$ cat src/rtl/fwd_hazard_unit.sv
// Operand forwarding selects and load-use stall control for a 5-stage pipeline.
// Forward is purely combinational; a small IDLE/HOLD FSM stretches each load-use stall to LOAD_LAT cycles.
module fwd_hazard_unit #(
  parameter int REG_AW   = 2,
  parameter int NSRC     = 2,
  parameter int LOAD_LAT = 1,
  parameter int ZERO_REG = 0,
  parameter int CNT_W    = 16
) (
  input  logic                     clk,
  input  logic                     rst,
  input  logic                     RegWrite_Ex_MEM,
  input  logic                     RegWrite_Mem_WB,
  input  logic                     MemRead_EX,
  input  logic                     RegWrite_EX,
  input  logic [REG_AW-1:0]        Rd_EX,
  input  logic [REG_AW-1:0]        Rd_MEM,
  input  logic [REG_AW-1:0]        Rd_WB,
  input  logic [NSRC*REG_AW-1:0]   Src_ID,
  input  logic [NSRC-1:0]          Src_ID_vld,
  input  logic [NSRC*REG_AW-1:0]   Src_EX,
  input  logic [NSRC-1:0]          Src_EX_vld,
  input  logic                     Flush_in,
  output logic [2*NSRC-1:0]        Forward,
  output logic                     Stall,
  output logic                     Bubble_EX,
  output logic [CNT_W-1:0]         stall_cycles
);

  typedef enum logic {IDLE, HOLD} state_t;

  state_t            r_state, w_state_nxt;
  logic [3:0]        r_cnt, w_cnt_nxt;
  logic [CNT_W-1:0]  r_stall_cnt;
  logic [2*NSRC-1:0] w_fwd;
  logic              w_match, w_hazard, w_stall;

  // With ZERO_REG set, register 0 is a constant source that never creates a dependency.
  function automatic logic is_live(input logic [REG_AW-1:0] a);
    return !((ZERO_REG != 0) && (a == '0));
  endfunction

  function automatic logic [CNT_W-1:0] sat_inc(input logic [CNT_W-1:0] v);
    return (&v) ? v : v + CNT_W'(1);
  endfunction

  always_comb begin
    w_fwd = '0;
    for (int i = 0; i < NSRC; i++) begin
      logic [REG_AW-1:0] src;
      src = Src_EX[i*REG_AW +: REG_AW];
      if (Src_EX_vld[i] && is_live(src)) begin
        if (RegWrite_Ex_MEM && (Rd_MEM == src))
          w_fwd[2*i +: 2] = 2'b10;
        else if (RegWrite_Mem_WB && (Rd_WB == src))
          w_fwd[2*i +: 2] = 2'b01;
      end
    end
  end

  always_comb begin
    w_match = 1'b0;
    for (int i = 0; i < NSRC; i++) begin
      if (Src_ID_vld[i] && (Src_ID[i*REG_AW +: REG_AW] == Rd_EX))
        w_match = 1'b1;
    end
  end

  // A new hazard is only recognised in IDLE; HOLD just runs out its count.
  assign w_hazard = (r_state == IDLE) && MemRead_EX && RegWrite_EX && is_live(Rd_EX) && w_match;
  assign w_stall  = (w_hazard || (r_state == HOLD)) && !Flush_in && !rst;

  always_comb begin
    w_state_nxt = r_state;
    w_cnt_nxt   = r_cnt;
    case (r_state)
      IDLE: begin
        if (w_hazard && !Flush_in && (LOAD_LAT > 1)) begin
          w_state_nxt = HOLD;
          w_cnt_nxt   = (LOAD_LAT > 1) ? 4'(LOAD_LAT - 2) : 4'd0;
        end
      end
      HOLD: begin
        if (Flush_in || (r_cnt == 4'd0))
          w_state_nxt = IDLE;
        else
          w_cnt_nxt = r_cnt - 4'd1;
      end
      default: w_state_nxt = IDLE;
    endcase
  end

  always_ff @(posedge clk or posedge rst) begin
    if (rst) begin
      r_state     <= IDLE;
      r_cnt       <= 4'd0;
      r_stall_cnt <= '0;
    end else begin
      r_state <= w_state_nxt;
      r_cnt   <= w_cnt_nxt;
      if (w_stall)
        r_stall_cnt <= sat_inc(r_stall_cnt);
    end
  end

  assign Forward      = w_fwd;
  assign Stall        = w_stall;
  assign Bubble_EX    = w_stall;
  assign stall_cycles = r_stall_cnt;

endmodule

$ cat config.mk
export PLATFORM = sky130hd
export DESIGN_NAME = fwd_hazard_unit
export DESIGN_NICKNAME = d
export VERILOG_FILES = /design/src/rtl/fwd_hazard_unit.sv
export SDC_FILE = /design/constraint.sdc
export NUM_CORES = 1
export LEC_CHECK = 0
export CAP_MARGIN = 20
export CORE_MARGIN = 2
export CORE_UTILIZATION = 45
export CTS_BUF_LIST = sky130_fd_sc_hd__clkbuf_8
export CTS_CLUSTER_SIZE = 12
export DETAILED_ROUTE_END_ITERATION = 12
export PLACE_DENSITY = 0.83
export SLEW_MARGIN = 0
export SYNTH_ARGS = -nofsm -noshare
export SYNTH_HDL_FRONTEND = slang
export SYNTH_SLANG_ARGS = --single-unit
$ cat constraint.sdc
create_clock -name clk -period 2 [get_ports clk]
set_input_delay 0.4 -clock clk [delete_from_list [all_inputs] [get_ports clk]]
set_output_delay 0.4 -clock clk [all_outputs]
set_load 0.005 [all_outputs]
Word level (Yosys, flattened, before mapping)
Cells that the tools add are included.
{"block": "word_totals", "reg_bits": 21, "latchBits": 0, "ram_bits": 0, "rom_bits": 0, "output_inout_bits": 22, "mem_count": 0}
{"block": "classes", "n_addsub": 2, "multipliers": 0, "div": 0, "order_cmp": 0, "eq_ne": 6, "shifts": 0, "mux": 10, "n_bitwise": 3, "n_reduce_logical": 19}
{"cell": "adder 16 x 1 -> 16 bit (second input constant)", "count": 1}
{"cell": "AND reduction 16 bit", "count": 1}
{"cell": "== test 2 bit", "count": 6}
{"cell": "logical AND 1 bit", "count": 11}
{"cell": "two-way mux 2 bit", "count": 4}
{"cell": "two-way mux 1 bit", "count": 6}
{"cell": "logical NOT 4 bit", "count": 1}
{"cell": "AND reduction 2 bit", "count": 2}
{"cell": "subtractor 4 x 1 -> 4 bit (second input constant)", "count": 1}
{"cell": "inverter 1 bit", "count": 3}
{"cell": "logical NOT 1 bit", "count": 2}
{"cell": "logical OR 1 bit", "count": 2}

Longest topological paths before layout
Gate-level depths: netlist (run 1).
{"block": "logic_depth", "depth_word": 9, "mapped_depth": 6, "mapped_depth_nobuf": 6}

Worst setup path before layout (run 1)
Ideal clock, no wire load.
{"block": "synth_timing", "path_kind": "reg-to-reg", "start": "reg r_stall_cnt[0], in the netlist stall_cycles[0]", "end": "reg r_stall_cnt[1], in the netlist stall_cycles[1]", "setup_time_ns": 0.128, "arrival_time_ns": 1.583, "required_time_ns": 1.872, "path_slack_ns": 0.289, "stages_incl_launch_ff": 7, "n_path_buf": 0, "period_less_slack_ns": 1.711, "path_cell_list": "dfrtp_1 ha_1 nand3_2 nor3_4 nand2_1 nand2_1 mux2_1"}
{"block": "synth_via", "elab_chain_len": 3}
{"item": "start, declared", "line": "34", "source": "logic [CNT_W-1:0] r_stall_cnt;"}
{"item": "start signal, assigned", "line": "102", "source": "r_stall_cnt <= sat_inc(r_stall_cnt);"}
{"item": "parallel branches: the longest is 3 deep, another holds adder 16 x 1 -> 16 bit"}
Parallel ways; which one is timed is not known.
A chain may end at the register's enable or synchronous reset.

Worst setup path in the final report (run 1)
{"block": "layout_timing", "start": "in Flush_in", "end": "out Bubble_EX"}
{"block": "layout_via", "elab_chain_len": 3}
{"item": "start, declared", "line": "23", "source": "input logic Flush_in,"}
{"item": "logical NOT 1 bit"}
{"item": "logical AND 1 bit (2 in series)", "line": "71", "source": "assign w_stall = (w_hazard || (r_state == HOLD)) && !Flush_in && !rst;"}
{"item": "end, declared", "line": "26", "source": "output logic Bubble_EX,"}
Every way passes these cells.

==> results of run 1 <==
[state kept, by name, summed over array words and instances (netlist names)]
register,flops
r_cnt,4
stall_cycles,16
r_state,1
[power breakdown]
group	leakage, uW	switching, uW	total (uW)	internal (uW)
Sequential	0.000286	31.4	477	446
Combinational	0.000479	65.7	187	121
Clock	0.0000269	133	270	137
Total	0.000792	230	934	704
[path summary, 6_finish.rpt]
path | to | cells after the start | slack (ns) | startpoint
min in group asynchronous | stall_cycles[4] | 4 | 0.62 | rst
hold reg to reg | r_cnt[3] | 1 | 0.49 | r_cnt[3]
setup reg to reg | stall_cycles[13] | 6 | 0.17 | stall_cycles[0]
setup / recovery | Bubble_EX | 5 | 0.09 | Flush_in
hold / removal | r_cnt[3] | 1 | 0.49 | r_cnt[3]
max in group asynchronous | stall_cycles[10] | 4 | 1.17 | rst
[layout by cell type, fill, tap and decap left out, drive strengths merged, types with 2 or more instances in the layout]
master,count
a21oi,5
a31oi,3
and2,3
and3,4
buf,13
clkbuf,4
clkdlybuf4s50,34
dfrtp,21
dlygate4sd2,7
ha,2
inv,6
nand2,10
nand3,16
nand4,5
nor2,6
nor2b,3
nor3,5
nor4b,2
xnor2,21
xor2,5
[per-layer routing]
layer	track usage, %	up-vias	share of wire, %
met3	5.30	11	8.5
li1	-	552	-
met2	36.5	53	53
met1	19.2	535	35
met4	12.6	0	4.2
met5	0	-	0
[cell type report]
cell class	instances	area, sq um	share of cell area [%]
sequential	21	526	28.6
clock inverter	1	3.75	0.204
inverter	5	18.8	1.02
multi-input combinational	98	701	38.1
clock buffer	3	41.3	2.25
tap	31	38.8	2.11
timing repair buffer	56	509	27.7
[kinds of logic after synthesis]
kind of cell             synth area share, %
AND/OR/NAND/NOR                         29.0
AO/OA/AOI/OAI                           4.87
XOR/XNOR                                18.1
buffers and inverters                   2.68
multiplexers                            1.69
adder cells (fa/ha/maj)                 1.99
flip-flops                              41.7
[per-stage QoR]
stage                     hold slack, ns  worst slack (ns)  util, %
after floorplan                    0.377             0.289        -
after global placement             0.483            -0.275     66.9
after detailed placement           0.489            -0.328     66.9
after CTS                          0.500            0.0362     67.9
after global routing               0.536            0.0327     67.8
final                              0.492            0.0911     67.8
[what timing repair did]
| action | 4_1_cts | 5_1_grt |
|---|---|---|
| pin swaps | 3 | 2 |
| resized for setup | 19 | 3 |
| buffers inserted | 1 | 0 |
| endpoints found under the setup margin | 6 | 3 |
==> results.cfg, run 1 <==
[drt]
antenna_left = 0
drc = 0
detail_route.iter0.violations = 10
route.vias.total = 1151
vias_per_cell = 5.35
dr.pass1.iters = 4
wl_per_cell_microns = 13.7
drt-total-wl_microns = 2950

[critical_path]
critPathSlowestCell = clkdlybuf4s50_1
cp.arrival_ns = 1.51
cp-start-kind = input port
path_max_fanout = 3
worst-setup-path-type = in -> out
worstPathCellList = clkdlybuf4s50_1 > and4bb_1 > nand4_1 > o211ai_2 > buf_2
critPathBufInv = 2
cp_slowest_stage_delay_ns = 0.43
critPathTopFamily = buffers and inverters
endpoint_kind = primary output
required_ns = 1.60

[run_status]
status = complete, no violations

[timing]
relSlewSlack_pct = 74.7
finalSetupViolCount = 0
finalMaxSlewViolations = 0
worst_slew_pin_slew_ns = 0.380
finalHoldViolations = 0
setup_tns_ns = 0
min_period_ns = 1.91
fmax_ghz = 0.524
skew_ns = 0.00363
rsz0062_at_grt = false
fin_crit_sh_pct = 95.4

[synthesis]
netlist_top_cells_count = dfrtp_1 (21), xnor2_1 (21), nand3_1 (14)
synth_edf_count = 0
async_flop_share_pct = 100
syn_inst = 126
synth.area.top_cells = dfrtp_1 (42%), xnor2_1 (15%), nand3_1 (5.6%), xor2_1 (3.5%), nand2_1 (2.7%)
synth_fp_nets = 153
synth_top_area_cell = dfrtp_1
synth-main-ff-cell = dfrtp_1
synth_warnings = 0
ys_seq_area_share_pct = 41.7
synth_top_area_share_pct = 41.7
ys_types = 29
syn_area_sq_mm = 0.00126
ys_ff_latch = 21
avgSynthCellArea_sq_um = 10.0

[global_route]
antenna_found_initial = 0
grt_pass1_wl_microns = 4990
grt_use_total_pct = 19.8
grt_max_degree = 22
grt_pass1_vias = 1211
gr-total-overflow = 0

[die]
die_y_microns = 56.9
ios = 47
core_area_sq_mm = 0.00271
dieArea_sq_mm = 0.00324
die_w_microns = 56.9
core.rowCount = 19
start_util_pct = 46.5

[clock_tree]
h-tree-depth = 1
hold_buffers = 0
cts_root_buf = clkbuf_8
cts_tree = built
clock_latency_ns = 0.26
clockBufferDepth = 2
cts_sinks = 21
clkSlewWorstSetupHoldPaths_ns = 0.07
numCtsBuffers = 3

[final_layout]
drive_gt1_share_pct = 14.7
fill_cells = 225
n_antenna_cell = 0
final_area_sq_mm = 0.00184
nNetsFinal = 212
fin_cells = 215
area_growth_pct = 45.9

[power]
leakagePower_uw = 0.000792
power.density_mw_per_mm2 = 508
p_total_uw = 934
peakVddDrop_v = 0.000378

[placed_design]
io_buffers = 46
post-place-cells = 210
place_area_sq_mm = 0.00181
place.gp.congestion = 0.728
dpl.hpwl_microns = 2310

[job]
maxCapViolations = 0

[hold_path]
hp-class = reg -> reg
Note: power is estimated with default switching activity, not from simulation.
==> run 2: changes to the inputs <==
--- a/config.mk
+++ b/config.mk
@@ -11,7 +11,9 @@
 export CTS_BUF_LIST = sky130_fd_sc_hd__clkbuf_8
 export CTS_CLUSTER_SIZE = 12
 export DETAILED_ROUTE_END_ITERATION = 12
+export GPL_ROUTABILITY_DRIVEN = 0
 export PLACE_DENSITY = 0.83
+export SETUP_SLACK_MARGIN = 0.02
 export SLEW_MARGIN = 0
 export SYNTH_ARGS = -nofsm -noshare
 export SYNTH_HDL_FRONTEND = slang
==> results of run 2 <==
The final DEF is identical to that of run 1; final timing and power are the same.
==> run 3: changes to the inputs <==
--- a/config.mk
+++ b/config.mk
@@ -7,12 +7,13 @@
 export LEC_CHECK = 0
 export CAP_MARGIN = 20
 export CORE_MARGIN = 2
-export CORE_UTILIZATION = 45
+export CORE_UTILIZATION = 41
 export CTS_BUF_LIST = sky130_fd_sc_hd__clkbuf_8
 export CTS_CLUSTER_SIZE = 12
 export DETAILED_ROUTE_END_ITERATION = 12
 export GPL_ROUTABILITY_DRIVEN = 0
-export PLACE_DENSITY = 0.83
+export PLACE_DENSITY = 0.9
+export REMOVE_ABC_BUFFERS = 1
 export SETUP_SLACK_MARGIN = 0.02
 export SLEW_MARGIN = 0
 export SYNTH_ARGS = -nofsm -noshare
==> constraint.sdc (replaced) <==
create_clock -name clk -period 1.7 [get_ports clk]
set_input_delay 0.34 -clock clk [delete_from_list [all_inputs] [get_ports clk]]
set_output_delay 0.34 -clock clk [all_outputs]
set_load 0.005 [all_outputs]
==> results.cfg, run 3 (synthesis results as in run 1) <==
[run_status]
status = complete, no violations

[drt]
wl_per_cell_microns = 15.1
drt-total-wl_microns = 3390
vias_per_cell = 5.33
route.vias.total = 1199
drc = 0
dr.pass1.iters = 4
antenna_left = 0
detail_route.iter0.violations = 34

[hold_path]
hp-class = in -> async

[timing]
finalHoldViolations = 0
fin_crit_sh_pct = 98.4
rsz0062_at_grt = true
fmax_ghz = 0.598
finalMaxSlewViolations = 0
skew_ns = 0.00486
worst_slew_pin_slew_ns = 0.274
min_period_ns = 1.67
setup_tns_ns = 0
fin_ws_ns = 0.0272
finalSetupViolCount = 0
relSlewSlack_pct = 81.8

[critical_path]
worst-setup-path-type = in -> out
path_max_fanout = 2
critPathBufInv = 2
critPathSlowestCell = dlygate4sd2_1
cp_slowest_stage_delay_ns = 0.27
critPathTopFamily = buffers and inverters
cp.arrival_ns = 1.33
required_ns = 1.36
endpoint_kind = primary output
worstPathCellList = dlygate4sd2_1 > xnor2_2 > and3_4 > nor3_2 > buf_2
cp-start-kind = input port
r2r_start = stall_cycles[0]
crit_path_start = Src_EX[3]

[job]
maxCapViolations = 0

[die]
dieArea_sq_mm = 0.00353
die_w_microns = 59.4
die_y_microns = 59.4
ios = 47
start_util_pct = 42.3
core_area_sq_mm = 0.00298
core.rowCount = 20

[power]
peakVddDrop_v = 0.000356
power.density_mw_per_mm2 = 587
leakagePower_uw = 0.000908

[global_route]
antenna_found_initial = 0
grt_pass1_wl_microns = 5100
grt_pass1_vias = 1223
grt_max_degree = 22
gr-total-overflow = 0
grt_use_total_pct = 19.2

[placed_design]
dpl.hpwl_microns = 2400
pre_cts_slack_ns = -0.519
io_buffers = 46
post-place-cells = 219

[clock_tree]
clkSlewWorstSetupHoldPaths_ns = 0.08
cts_root_buf = clkbuf_8
numCtsBuffers = 3
h-tree-depth = 1
cts_sinks = 21
hold_buffers = 0
clockBufferDepth = 2
cts_tree = built
clock_latency_ns = 0.26

[final_layout]
drive_gt1_share_pct = 23.4
final_common_cell = clkdlybuf4s50_1
largest_reg_flops = 16
nNetsFinal = 220
area_growth_pct = 56.9
fill_cells = 194
n_antenna_cell = 0
fin_cells = 225
final_cell_mix = clkdlybuf4s50_1 (21), xnor2_1 (19), dfrtp_1 (19)
run 3: layout make-up:
cell class	instances	area (sq um)	area share [%]
Clock buffer	3	41.3	2.09
Clock inverter	1	3.75	0.190
Inverter	5	18.8	0.949
Multi-Input combinational cell	98	761	38.5
Sequential cell	21	528	26.7
Tap cell	33	41.3	2.09
Timing Repair Buffer	64	583	29.5
run 3: report_power, final:
group | switching, uW | internal, uW
logic | 112 | 176
clock network | 165 | 161
registers | 22.6 | 525
total | 299 | 862
run 3: final timing paths:
check                                    to  slack, ns  cells after the start
setup / recovery                 Forward[2]       0.03                      5
hold / removal              stall_cycles[4]       0.37                      4
setup reg to reg           stall_cycles[15]       0.03                      6
hold reg to reg            stall_cycles[15]       0.50                      1
max in group asynchronous   stall_cycles[3]       1.09                      4
min in group clk           stall_cycles[15]       0.50                      1
run 3: stage by stage:
step           total power (uW)  instance area, sq um  hold slack, ns  utilization (%)
5_1_grt                    1210                  1980           0.405             66.4
6_report                   1160                  1980           0.369             66.4
3_5_place_dp                836                  1870           0.491             62.7
3_3_place_gp                821                  1870           0.480             62.7
2_1_floorplan               640                  1240           0.317                -
4_1_cts                    1150                  1910           0.380             64.3
run 3: tightest hold or removal path: stages:
cell           delay (ns)
dlygate4sd2_1        0.24
buf_4                0.13
inv_1                0.04
buf_4                0.27
run 3: layer usage:
| metal | wire (microns) | up-vias | GRT usage [%] |
|---|---|---|---|
| met4 | 156 | 0 | 12.0 |
| met3 | 196 | 14 | 2.62 |
| met1 | 1300 | 567 | 20.4 |
| met5 | 0 | - | 0 |
| met2 | 1740 | 47 | 35.0 |
| li1 | - | 571 | - |
run 3: timing repair:
action                     4_1_cts  5_1_grt
pin swaps                        7       14
buffers inserted                 1        1
gates resized for setup         40       16
setup endpoints to repair       12        9
